**config.mk**
```make
export PLATFORM = sky130hd
export DESIGN_NAME = slice_pipe_adder
export DESIGN_NICKNAME = d
export VERILOG_FILES = /design/src/rtl/slice_pipe_adder_pkg.sv /design/src/rtl/adder_slice.sv /design/src/rtl/slice_pipe_adder.sv
export SDC_FILE = /design/constraint.sdc
export NUM_CORES = 1
export LEC_CHECK = 0
export BUFFER_PORTS_ARGS = -buffer_cell sky130_fd_sc_hd__buf_2
export CAP_MARGIN = 10
export CORE_MARGIN = 2
export CORE_UTILIZATION = 47
export CTS_BUF_LIST = sky130_fd_sc_hd__clkbuf_4 sky130_fd_sc_hd__clkbuf_8
export DETAILED_ROUTE_END_ITERATION = 7
export PLACE_DENSITY = 0.67
export SLEW_MARGIN = 10
export SYNTH_ARGS = -nofsm -noshare
export SYNTH_HDL_FRONTEND = slang
export SYNTH_SLANG_ARGS = --single-unit
```
**constraint.sdc**
```tcl
create_clock -name clk -period 1.99 [get_ports clk]
set_input_delay 0 -clock clk [delete_from_list [all_inputs] [get_ports clk]]
set_output_delay 0 -clock clk [all_outputs]
set_load 0.02 [all_outputs]
```
**src/rtl/slice_pipe_adder_pkg.sv**
```systemverilog
// Shared definitions for the sliced, pipelined adder/subtractor.
package slice_pipe_adder_pkg;

    typedef enum logic {
        MODE_ADD = 1'b0,
        MODE_SUB = 1'b1
    } mode_e;

    function automatic int calc_stages(input int width, input int slice);
        return width / slice;
    endfunction

endpackage

```
**src/rtl/adder_slice.sv**
```systemverilog
// Combinational SLICE-bit carry-lookahead adder; also exposes the carry
// into the top bit so the caller can derive signed overflow.
module adder_slice
    import slice_pipe_adder_pkg::*;
#(
    parameter int SLICE = 4
) (
    input  logic [SLICE-1:0] a,
    input  logic [SLICE-1:0] b,
    input  logic             ci,
    output logic [SLICE-1:0] s,
    output logic             co,
    output logic             c_msb
);

    logic [SLICE-1:0] g_s;
    logic [SLICE-1:0] p_s;
    logic [SLICE:0]   c_s;

    // Flattened lookahead: every carry is a sum of generate terms gated by
    // the propagate run above them, so no carry waits on its neighbour.
    always_comb begin
        logic pp_s;
        g_s    = a & b;
        p_s    = a ^ b;
        c_s    = '0;
        c_s[0] = ci;
        pp_s   = 1'b0;
        for (int i = 0; i < SLICE; i++) begin
            c_s[i+1] = g_s[i];
            pp_s     = p_s[i];
            for (int j = i - 1; j >= 0; j--) begin
                c_s[i+1] = c_s[i+1] | (pp_s & g_s[j]);
                pp_s     = pp_s & p_s[j];
            end
            c_s[i+1] = c_s[i+1] | (pp_s & ci);
        end
    end

    // Sum bits and carry taps
    always_comb begin
        s     = p_s ^ c_s[SLICE-1:0];
        co    = c_s[SLICE];
        c_msb = c_s[SLICE-1];
    end

endmodule

```
**src/rtl/slice_pipe_adder.sv**
```systemverilog
// Pipelined multi-slice adder/subtractor: one SLICE-bit slice per stage,
// operand skew and result deskew ride beside the carry chain.
module slice_pipe_adder
    import slice_pipe_adder_pkg::*;
#(
    parameter int WIDTH = 16,
    parameter int SLICE = 4
) (
    input  logic             clk,
    input  logic             rst_n,
    input  logic             in_valid,
    output logic             in_ready,
    input  logic [WIDTH-1:0] A,
    input  logic [WIDTH-1:0] B,
    input  logic             C_1,
    input  logic             SUB,
    output logic             out_valid,
    input  logic             out_ready,
    output logic [WIDTH-1:0] S,
    output logic             CO,
    output logic             OV
);

    localparam int STAGES = calc_stages(WIDTH, SLICE);

    if (SLICE < 1) begin : g_bad_slice
        $error("slice_pipe_adder: SLICE must be at least 1");
    end else if (((WIDTH % SLICE) != 0) || (WIDTH < SLICE)) begin : g_bad_width
        $error("slice_pipe_adder: WIDTH must be a non-zero multiple of SLICE");
    end

    // Per-stage registers; slices below k of a_r/b_r and above k of s_r
    // are don't-care.
    logic [WIDTH-1:0]  a_r [STAGES];
    logic [WIDTH-1:0]  b_r [STAGES];
    logic [WIDTH-1:0]  s_r [STAGES];
    logic [STAGES-1:0] valid_r;
    logic [STAGES-1:0] carry_r;
    logic              ov_r;

    logic              adv_s;
    logic [WIDTH-1:0]  a_src_s  [STAGES];
    logic [WIDTH-1:0]  b_src_s  [STAGES];
    logic [WIDTH-1:0]  s_src_s  [STAGES];
    logic [WIDTH-1:0]  s_next_s [STAGES];
    logic [STAGES-1:0] ci_s;
    logic [STAGES-1:0] v_src_s;
    logic [SLICE-1:0]  sum_s [STAGES];
    logic              co_s  [STAGES];
    logic              msb_s [STAGES];

    assign adv_s     = out_ready | ~valid_r[STAGES-1];
    assign in_ready  = adv_s;
    assign out_valid = valid_r[STAGES-1];
    assign S         = s_r[STAGES-1];
    assign CO        = carry_r[STAGES-1];
    assign OV        = ov_r;

    // Stage sources: stage 0 takes the fresh beat, the rest take the
    // previous stage. B is inverted once at capture, so the mode bit
    // travels implicitly inside the skewed B operand.
    always_comb begin
        a_src_s[0] = A;
        if (mode_e'(SUB) == MODE_SUB) begin
            b_src_s[0] = ~B;
        end else begin
            b_src_s[0] = B;
        end
        s_src_s[0] = '0;
        ci_s[0]    = C_1;
        v_src_s[0] = in_valid;
        for (int k = 1; k < STAGES; k++) begin
            a_src_s[k] = a_r[k-1];
            b_src_s[k] = b_r[k-1];
            s_src_s[k] = s_r[k-1];
            ci_s[k]    = carry_r[k-1];
            v_src_s[k] = valid_r[k-1];
        end
    end

    for (genvar k = 0; k < STAGES; k++) begin : g_slice
        adder_slice #(
            .SLICE (SLICE)
        ) u_slice (
            .a     (a_src_s[k][k*SLICE +: SLICE]),
            .b     (b_src_s[k][k*SLICE +: SLICE]),
            .ci    (ci_s[k]),
            .s     (sum_s[k]),
            .co    (co_s[k]),
            .c_msb (msb_s[k])
        );
    end

    // Merge each stage's new sum slice into the deskew word
    always_comb begin
        for (int k = 0; k < STAGES; k++) begin
            s_next_s[k]                    = s_src_s[k];
            s_next_s[k][k*SLICE +: SLICE]  = sum_s[k];
        end
    end

    // Pipeline, skew and valid registers; everything advances or holds together
    always_ff @(posedge clk or negedge rst_n) begin
        if (!rst_n) begin
            for (int k = 0; k < STAGES; k++) begin
                a_r[k] <= '0;
                b_r[k] <= '0;
                s_r[k] <= '0;
            end
            valid_r <= '0;
            carry_r <= '0;
            ov_r    <= 1'b0;
        end else if (adv_s) begin
            for (int k = 0; k < STAGES; k++) begin
                a_r[k]     <= a_src_s[k];
                b_r[k]     <= b_src_s[k];
                s_r[k]     <= s_next_s[k];
                carry_r[k] <= co_s[k];
                valid_r[k] <= v_src_s[k];
            end
            ov_r <= co_s[STAGES-1] ^ msb_s[STAGES-1];
        end
    end

endmodule

```
# Word level (Yosys, flattened, before mapping)

Index checks and enable logic that the tools add are counted.

Flip-flop bits (word level): 145
Output and inout bits: 20
Logic and storage cells: 134

Muxes and demuxes: 1
Bitwise gates (word level): 120

Operators by type and width:

| cell              | count |
|---|---|
| 1-bit bitwise AND | 64 |
| 1-bit bitwise OR  | 41 |
| 4-bit XOR         | 8 |
| 4-bit bitwise AND | 4 |
| 16-bit 2-to-1 mux | 1 |
| 16-bit inverter   | 1 |
| 1-bit inverter    | 1 |
| 1-bit XOR         | 1 |

# Depth between registers and ports, before layout

Gate-level depths: netlist of the first run.

Depth after elaboration: 8
Mapped depth: 8

# Modules after synthesis

From an unflattened synthesis of the first run, not the netlist that was laid out.

Cells, all modules: 293
Area total of the unflattened synthesis: 4443.0 sq um

Modules (own cells, without submodules):

| module                               | times used | cells an instance | area each (sq um) | seq. area each (sq um) |
|---|---|---|---|---|
| slice_pipe_adder                     | 1          | 225               | 3837.4            | 2427.3 |
| adder_slice (g_slice[0].u_slice ...) | 3          | 18                | 155.1             | 0.0 |
| adder_slice (g_slice[3].u_slice)     | 1          | 14                | 140.1             | 0.0 |

# Least setup slack after synthesis of the first run

OpenSTA, ideal clock, no wires.

Kind: input to register
Start: input port SUB
End: register carry_r[0]
Library setup time: 131 ps
Arrival: 1359 ps
Required time: 1859 ps
Path slack: 499 ps
Cell stages on the path: 8
Path through: buf_4 buf_6 xor2_1 ha_1 a211oi_1 o21bai_1 a21oi_1 a21oi_1

Word-level cells in the longest chain between the ends: 7
Elaborated cells between the ends (all ways): 14
Those cells by class: mux (1); bitwise (13)

Ends and longest elaborated chain:

| element                                                      | RTL line                             | RTL |
|---|---|---|
| start, declared                                              | slice_pipe_adder.sv:16               | `input logic SUB,` |
| 16-bit 2-to-1 mux (*)                                        | slice_pipe_adder.sv:64               | `if (mode_e'(SUB) == MODE_SUB) begin` |
| 4-bit XOR / 4-bit bitwise AND (equally long branches)        | adder_slice.sv:25, adder_slice.sv:24 |  |
| 1-bit bitwise AND (on tied branches)                         | adder_slice.sv:33, adder_slice.sv:34 |  |
| 1-bit bitwise OR (tied with other cells) (2 in series)       | adder_slice.sv:33                    | `c_s[i+1] = c_s[i+1] \| (pp_s & g_s[j]);` |
| 1-bit bitwise OR / 1-bit bitwise AND (equally long branches) | adder_slice.sv:33, adder_slice.sv:36 |  |
| 1-bit bitwise OR (*)                                         | adder_slice.sv:36                    | `c_s[i+1] = c_s[i+1] \| (pp_s & ci);` |
| end signal, assigned by index                                | slice_pipe_adder.sv:118              | `carry_r[k] <= co_s[k];` |
| end, declared                                                | slice_pipe_adder.sv:38               | `logic [STAGES-1:0] carry_r;` |

Every way passes the cells marked *; elsewhere a longest branch is shown, timed or not.
A chain may end at the register's enable or synchronous reset.

# Worst setup path in the final report of the first run

Start: register a_r[40] (netlist bit)
End: register carry_r[2]

Word-level cells in the longest chain between the ends: 4
Elaborated cells between the ends (all ways): 7
Those cells by class: bitwise (7)

Ends and longest elaborated chain:

| element                                                      | RTL line                             | RTL |
|---|---|---|
| start, declared                                              | slice_pipe_adder.sv:34               | `logic [WIDTH-1:0] a_r [STAGES];` |
| start signal, assigned by index                              | slice_pipe_adder.sv:115              | `a_r[k] <= a_src_s[k];` |
| 4-bit bitwise AND / 4-bit XOR (equally long branches)        | adder_slice.sv:24, adder_slice.sv:25 |  |
| 1-bit bitwise AND (on tied branches)                         | adder_slice.sv:33, adder_slice.sv:34 |  |
| 1-bit bitwise OR / 1-bit bitwise AND (equally long branches) | adder_slice.sv:33, adder_slice.sv:36 |  |
| 1-bit bitwise OR (*)                                         | adder_slice.sv:36                    |  |

Marks and branches as above.

==> results of run 1 <==
-- sequential cells by signal (all words and copies together), names as in the netlist --
name	flops
valid_r	4
OV	1
b_r	24
s_next_s	24
carry_r	4
a_r	24
S	16
-- repair_timing --
action	CTS	global route
hold buffers	26	0
endpoints found under the setup margin	0	0
hold endpoints to repair	69	0
-- critical path, stage by stage (launching register included) --
cell      delay (ns)
dfrtp_1         0.42
ha_1            0.33
a211oi_1        0.37
o21bai_2        0.14
a21oi_1         0.16
a21oi_1         0.09
-- kinds of logic (layout without fill, tap and decap cells) --
| family | Yosys count | after routing |
|---|---|---|
| adder cells (fa/ha/maj) | 20 | 20 |
| buffers and inverters | 27 | 111 |
| flip-flops | 97 | 97 |
| multiplexers | 1 | 1 |
| AO/OA/AOI/OAI | 59 | 59 |
| XOR/XNOR | 24 | 24 |
| AND/OR/NAND/NOR | 229 | 229 |
| other | 0 | 1 |
-- cell type report --
cell class                 count  share of cell area, %
timing repair buffer          92                  12.36
multi-input combinational    333                  33.28
inverter                       4                 0.3378
clock buffer                  13                  3.330
clock inverter                 2                  1.158
tap                          111                  2.679
sequential                    97                  46.81
antenna                        1                0.04826
-- metal layers --
metal | track usage (%) | routed length, µm | vias up
met5 | 0 | 0 | -
met4 | 8.114 | 173 | 0
met3 | 3.482 | 281 | 18
met2 | 29.63 | 3864 | 48
met1 | 22.58 | 3811 | 1468
li1 | - | - | 1603
-- metrics by stage --
step / setup WS, ns / utilization, % / area [µm²] / total power [W]
2_1_floorplan: 0.4993 / - / 4328 / 0.005525
3_3_place_gp: 0.4700 / 51.73 / 4690 / 0.006144
3_5_place_dp: 0.3914 / 51.73 / 4690 / 0.006274
4_1_cts: 0.3456 / 57.17 / 5182 / 0.007785
5_1_grt: 0.1898 / 57.17 / 5182 / 0.008385
6_report: 0.3513 / 57.20 / 5185 / 0.007709
-- worst max path at each step --
stage | start | endpoint | slack (ns) | cells after the start
after global placement | a_r[40] | carry_r[2] | 0.47 | 5
final | a_r[40] | carry_r[2] | 0.35 | 5
after detailed placement | a_r[40] | carry_r[2] | 0.39 | 5
after floorplan | SUB | carry_r[0] | 0.50 | 8
after global routing | b_r[40] | carry_r[2] | 0.19 | 5
after CTS | a_r[40] | carry_r[2] | 0.35 | 5
-- cells in the final DEF, fill, tap and decap left out, types with 9 or more instances in the layout --
master         netlist  layout
ha_1                16      16
a21oi_1             11      11
nand2_1            219     219
o21ai_1              9       9
clkbuf_8             0      12
xnor2_1             18      18
dlygate4sd3_1        0      26
buf_2               11      56
o21ai_0             23      23
dfrtp_1             97      97
-- report_power, final --
part           switching (W)  total, W  internal, W
clock               0.000646   0.00147     0.000819
combinational        0.00168   0.00290      0.00122
sequential          0.000497   0.00334      0.00285
total                0.00283   0.00771      0.00488
==> key figures, run 1 <==
Floorplan
  • I/O pin total: 58
  • Site Rows: 35
  • Starting density of the core: 47.74%
  • Die Height: 99.96 µm
  • Die span in x: 99.96 µm
  • Die area: 9992 µm²
  • Core area: 9065 µm²

Timing
  • Fmax: 0.6102 GHz
  • Hold WS: 0.03095 ns
  • Worst slew margin: 60.28%
  • Max-slew violations: 0
  • RSZ-0062 raised after global routing: false
  • Layout Skew: 0.01285 ns
  • Final hold viol count: 0
  • Final min period: 1.639 ns
  • Worst Tran Pin Value: 0.5958 ns
  • Tcrit/Tclk final: 82.35%
  • Final setup vio count: 0
  • Post-route setup TNS: 0 ns

Synth
  • Seq/Total Area, Yosys: 56.09%
  • FF+latch count, synth: 97
  • Mean Syn Cell Area: 9.470 µm²
  • Mux share of post-synthesis cell area: 0.2313%
  • Mapped Cells: 457
  • Synth Cell Area: 4328 µm²
  • Adder-cell area share of the yosys netlist: 6.476%
  • Most used DFF post-synth: dfrtp_1
  • Simple-gate share of the synthesized area: 20.15%
  • Post-synth top cells: 219 x nand2_1, 97 x dfrtp_1, 23 x o21ai_0, 18 x xnor2_1, 16 x ha_1
  • Synthesized Nets: 515
  • Post-synth EDFFs: 0
  • Async SR Flop Fraction: 100.0%
  • Largest area contributor in the netlist: dfrtp_1
  • Main combinational cell family by area after synthesis: simple AND/OR/NAND/NOR gates
  • Post-synth cell types: 24
  • Cells taking the most area after synthesis: dfrtp_1 56%, nand2_1 19%, ha_1 4.6%
  • Compound-gate portion of the synthesized area: 8.153%
  • Share of the synthesized area in the top cell type: 56.09%
  • Yosys synthesis warning count: 0
  • Top-count cell post-synth: nand2_1
  • XOR/XNOR share of the synthesized area: 4.857%

Clock network
  • Inserted Clock Buffers: 9
  • Clk sink count: 97
  • # Post-CTS Setup Buffers: 0
  • CTS clock-pin slew for the worst setup and hold paths: 0.09 ns
  • CTS tree: done
  • Worst-Skew Late Latency: 0.36 ns
  • # resized after CTS: 0
  • H-tree depth: 3
  • Bufs on Longest Clock Path: 2
  • Root buf cell: clkbuf_8

Drt
  • DRC Markers: 0
  • Starting DRT DRC Count: 133
  • Routed Antenna Nets: 0
  • DR WL/cell: 12.45 µm
  • Via count: 3137
  • DR pass1 iterations: 4
  • Post-Route WL: 8.130 mm
  • Via density: 4.804

Critical path
  • Worst Path Required: 2.20 ns
  • Reg-to-Reg Start: a_r[40]
  • CP max FO: 3
  • R2R Setup Slk: 0.35 ns
  • Crit Reg-Reg Endpoint: carry_r[2]
  • WP data arrival: 1.85 ns
  • Setup crit end kind: flip-flop
  • Crit Path Class: flip-flop to flip-flop
  • Worst r2r path cells: 5
  • Setup crit start kind: flip-flop

Global routing
  • GRT overflow: 0
  • Maximum number of pins on one net before global-route repair: 106
  • Antenna violations before repair: 1
  • Global-route wire length before repair: 14.01 mm
  • Vias in the first global route: 3099
  • GRT Overall Usage: 17.78%

Layout
  • # nets final: 595
  • Layout fillers: 843
  • Area grow syn2layout: 19.80%
  • Share of layout cells above drive strength 1: 16.08%
  • Final Non-Filler Cells: 653
  • Sequential cell area: 2427 µm²
  • Area of the multi-input gates: 1725 µm²

Place
  • IO Port Bufs: 57
  • Placed Instances: 611
  • Gpl congestion: 0.7802
  • HPWL Detailed: 5.295 mm

Outcome
  • Status: complete, no violations

Worst hold path
  • Worst min-delay path category: input pin to flip-flop
  • Worst hold path depth: 4
  • Min-delay src: A[0]
  • Hold endpoint: s_next_s[32]

Pwr
  • Worst IR Drop VDD: 0.5886 mV
  • PD cells: 1487 nW/µm²
  • Leak Pwr: 2.664 nW

Flow run
  • Max cap viols: 0
Note: power is estimated with default switching activity, not from simulation.
==> run 2, diff against run 1 <==
--- a/config.mk
+++ b/config.mk
@@ -11,7 +11,7 @@
 export CORE_UTILIZATION = 47
 export CTS_BUF_LIST = sky130_fd_sc_hd__clkbuf_4 sky130_fd_sc_hd__clkbuf_8
 export DETAILED_ROUTE_END_ITERATION = 7
-export PLACE_DENSITY = 0.67
+export PLACE_DENSITY = 0.7
 export SLEW_MARGIN = 10
 export SYNTH_ARGS = -nofsm -noshare
 export SYNTH_HDL_FRONTEND = slang
==> constraint.sdc (replaced) <==
create_clock -name clk -period 1.5 [get_ports clk]
set_input_delay 0 -clock clk [delete_from_list [all_inputs] [get_ports clk]]
set_output_delay 0 -clock clk [all_outputs]
set_load 0.02 [all_outputs]
==> run 2 against run 1 <==
Effect of this change: core utilization rose by 2.1 points; critical endpoint is now OV; worst hold slack got worse by 0.0031 ns; global-route usage decreased by 0.20 points; final cell count increased by 1.5%.
==> key figures, run 2 (synthesis results as in run 1) <==
Place
  • HPWL Detailed: 5.505 mm (was 5.295 mm)
  • IO Port Bufs: 57 (unchanged)
  • Placed Instances: 618 (was 611)
  • Gpl congestion: 0.8267 (was 0.7802)
  • Place WS: -0.03711 ns (was 0.3914 ns)

Timing
  • Final hold viol count: 0 (unchanged)
  • Worst Tran Pin Value: 0.3259 ns (was 0.5958 ns)
  • Setup ws final: 0.04912 ns (was 0.3513 ns)
  • Tcrit/Tclk final: 96.73% (was 82.35%)
  • Final min period: 1.451 ns (was 1.639 ns)
  • Max-slew violations: 0 (unchanged)
  • Fmax: 0.6892 GHz (was 0.6102 GHz)
  • Layout Skew: 0.008104 ns (was 0.01285 ns)
  • Worst slew margin: 78.27% (was 60.28%)
  • Final setup vio count: 0 (unchanged)
  • RSZ-0062 raised after global routing: true (was false)

Layout
  • # nets final: 605 (was 595)
  • Share of layout cells above drive strength 1: 18.48% (was 16.08%)
  • Antenna cells: 0 (was 1)
  • Final Non-Filler Cells: 663 (was 653)
  • Area grow syn2layout: 24.17% (was 19.80%)
  • Most common cell after layout, fill and taps aside: nand2_1 (unchanged)
  • Commonest cells after routing, fill and taps aside: 219 x nand2_1, 97 x dfrtp_1, 56 x buf_2, 27 x dlygate4sd3_1, 21 x o21ai_0 (was 219 x nand2_1, 97 x dfrtp_1, 56 x buf_2, 26 x dlygate4sd3_1, 23 x o21ai_0)

Outcome
  • Status: complete, no violations (unchanged)

Critical path
  • R2R Setup Slk: 0.05 ns (was 0.35 ns)
  • Reg-to-Reg Start: b_r[28] (was a_r[40])
  • WP data arrival: 1.70 ns (was 1.85 ns)
  • CP max stage cell: dfrtp_1 (unchanged)
  • Crit Path Class: flip-flop to flip-flop (unchanged)
  • Setup crit start kind: flip-flop (unchanged)
  • Top cell family by delay on the critical path: compound AO/OA/AOI/OAI gates (unchanged)
  • CP max FO: 3 (unchanged)
  • Critical-path cell list: ha_4, a211oi_4, o21bai_2, mux2i_1, a21oi_1 (was ha_1, a211oi_1, o21bai_2, a21oi_1, a21oi_1)
  • Slowest cell delay on critical path: 0.42 ns (about the same)
  • CP Buf/Inv Count: 0 (unchanged)
  • Setup crit end kind: flip-flop (unchanged)
  • Worst r2r path cells: 5 (unchanged)
  • Crit Reg-Reg Endpoint: OV (was carry_r[2])
  • Worst Path Required: 1.75 ns (was 2.20 ns)

Floorplan
  • Die Height: 99.96 µm (unchanged)
  • I/O pin total: 58 (unchanged)
  • Starting density of the core: 47.74% (unchanged)
  • Die area: 9992 µm² (unchanged)
  • Site Rows: 35 (unchanged)
  • Die span in x: 99.96 µm (unchanged)
  • Core area: 9065 µm² (unchanged)

Global routing
  • GRT Overall Usage: 17.57% (was 17.78%)
  • GRT overflow: 0 (unchanged)
  • Maximum number of pins on one net before global-route repair: 79 (was 106)
  • Antenna violations before repair: 0 (was 1)
  • Vias in the first global route: 2910 (was 3099)
  • Global-route wire length before repair: 13.70 mm (was 14.01 mm)

Clock network
  • Worst-Skew Late Latency: 0.36 ns (about the same)
  • Bufs on Longest Clock Path: 2 (unchanged)
  • CTS tree: done (unchanged)
  • Clk sink count: 97 (unchanged)
  • H-tree depth: 3 (unchanged)
  • CTS clock-pin slew for the worst setup and hold paths: 0.09 ns (about the same)
  • Root buf cell: clkbuf_8 (unchanged)
  • Inserted Clock Buffers: 9 (unchanged)

Worst hold path
  • Worst hold path depth: 4 (unchanged)
  • Min-delay src: out_ready (was A[0])
  • Hold endpoint: s_next_s[20] (was s_next_s[32])
  • Worst min-delay path category: input pin to flip-flop (unchanged)

Drt
  • Routed Antenna Nets: 0 (unchanged)
  • Via density: 4.768 (was 4.804)
  • Post-Route WL: 8.300 mm (was 8.130 mm)
  • DR WL/cell: 12.52 µm (was 12.45 µm)
  • Via count: 3161 (was 3137)
  • Starting DRT DRC Count: 127 (was 133)
  • DR pass1 iterations: 4 (unchanged)
  • DRC Markers: 0 (unchanged)

Pwr
  • PD cells: 2012 nW/µm² (was 1487 nW/µm²)
  • Leak Pwr: 2.736 nW (was 2.664 nW)
  • Worst IR Drop VDD: 0.8880 mV (was 0.5886 mV)

Flow run
  • Max cap viols: 0 (unchanged)
==> run 2: cell types whose count changed in the layout (fill, tap and decap cells not counted), moves of 2 or more <==
| cell | before | now |
|---|---|---|
| buf_4 | 8 | 14 |
| buf_12 | 2 | 5 |
| ha_1 | 16 | 13 |
| ha_4 | 0 | 3 |
| a211oi_4 | 0 | 2 |
| clkbuf_8 | 12 | 10 |
| o21ai_0 | 23 | 21 |
==> run 2: worst max-delay path by stage <==
| stage | startpoint | endpoint | slack [ns] | cells after the start |
|---|---|---|---|---|
| floorplan | SUB | carry_r[0] | 0.009 | 8 |
| global placement | a_r[40] | s_next_s[11] | 0.04 | 5 |
| detailed placement | a_r[40] | s_next_s[11] | -0.04 | 5 |
| CTS | a_r[28] | OV | 0.008 | 5 |
| global route | b_r[28] | OV | -0.04 | 5 |
| finish | b_r[28] | OV | 0.05 | 5 |
==> run 2: layer usage <==
metal  vias to the layer above  share of wire [%]  GRT usage [%]
met2                        55                 50          28.33
li1                       1621                  -              -
met3                        10                3.8          3.969
met1                      1475                 45          23.55
met4                         0                1.2          6.428
met5                         -                  0              0
==> run 2: worst reg2reg max path, cell delays in order, from the launching register on <==
cell and delay, ns:
dfrtp_1 0.42, ha_4 0.27, a211oi_4 0.26, o21bai_2 0.14, mux2i_1 0.17, a21oi_1 0.08
==> run 2: cell type report <==
cell class | count | area [µm²]
Inverter | 4 | 17.52
Timing Repair Buffer | 102 | 755.7
Clock buffer | 11 | 145.1
Tap cell | 111 | 138.9
Sequential cell | 97 | 2427
Fill cell | 769 | 3691
Multi-Input combinational cell | 333 | 1787
Clock inverter | 5 | 102.6
==> run 2: stage by stage <==
| stage | area, µm² | util [%] | power [W] | hold WS [ns] | setup TNS [ns] |
|---|---|---|---|---|---|
| 6_report | 5374 | 59.28 | 0.01081 | 0.02788 | 0 |
| 5_1_grt | 5374 | 59.28 | 0.01170 | 0.04328 | -0.1186 |
| 4_1_cts | 5303 | 58.50 | 0.01063 | 0.01963 | 0 |
| 3_5_place_dp | 4780 | 52.73 | 0.008470 | -0.1639 | -0.07081 |
| 3_3_place_gp | 4780 | 52.73 | 0.008282 | -0.1648 | 0 |
| 2_1_floorplan | 4328 | - | 0.007330 | -0.2956 | 0 |
==> run 2: repair_timing <==
item	4_1_cts	5_1_grt
endpoints found under the setup margin	5	7
pin swaps	2	12
resized for setup	1	8
hold buffers	27	0
buffers inserted	0	2
hold endpoints to repair	122	0
==> run 2: report_power, final <==
part / leakage (nW) / internal (W) / switching [W]
logic: 1.44 / 0.00192 / 0.00239
clock network: 0.123 / 0.00117 / 0.000899
registers: 1.17 / 0.00378 / 0.000661
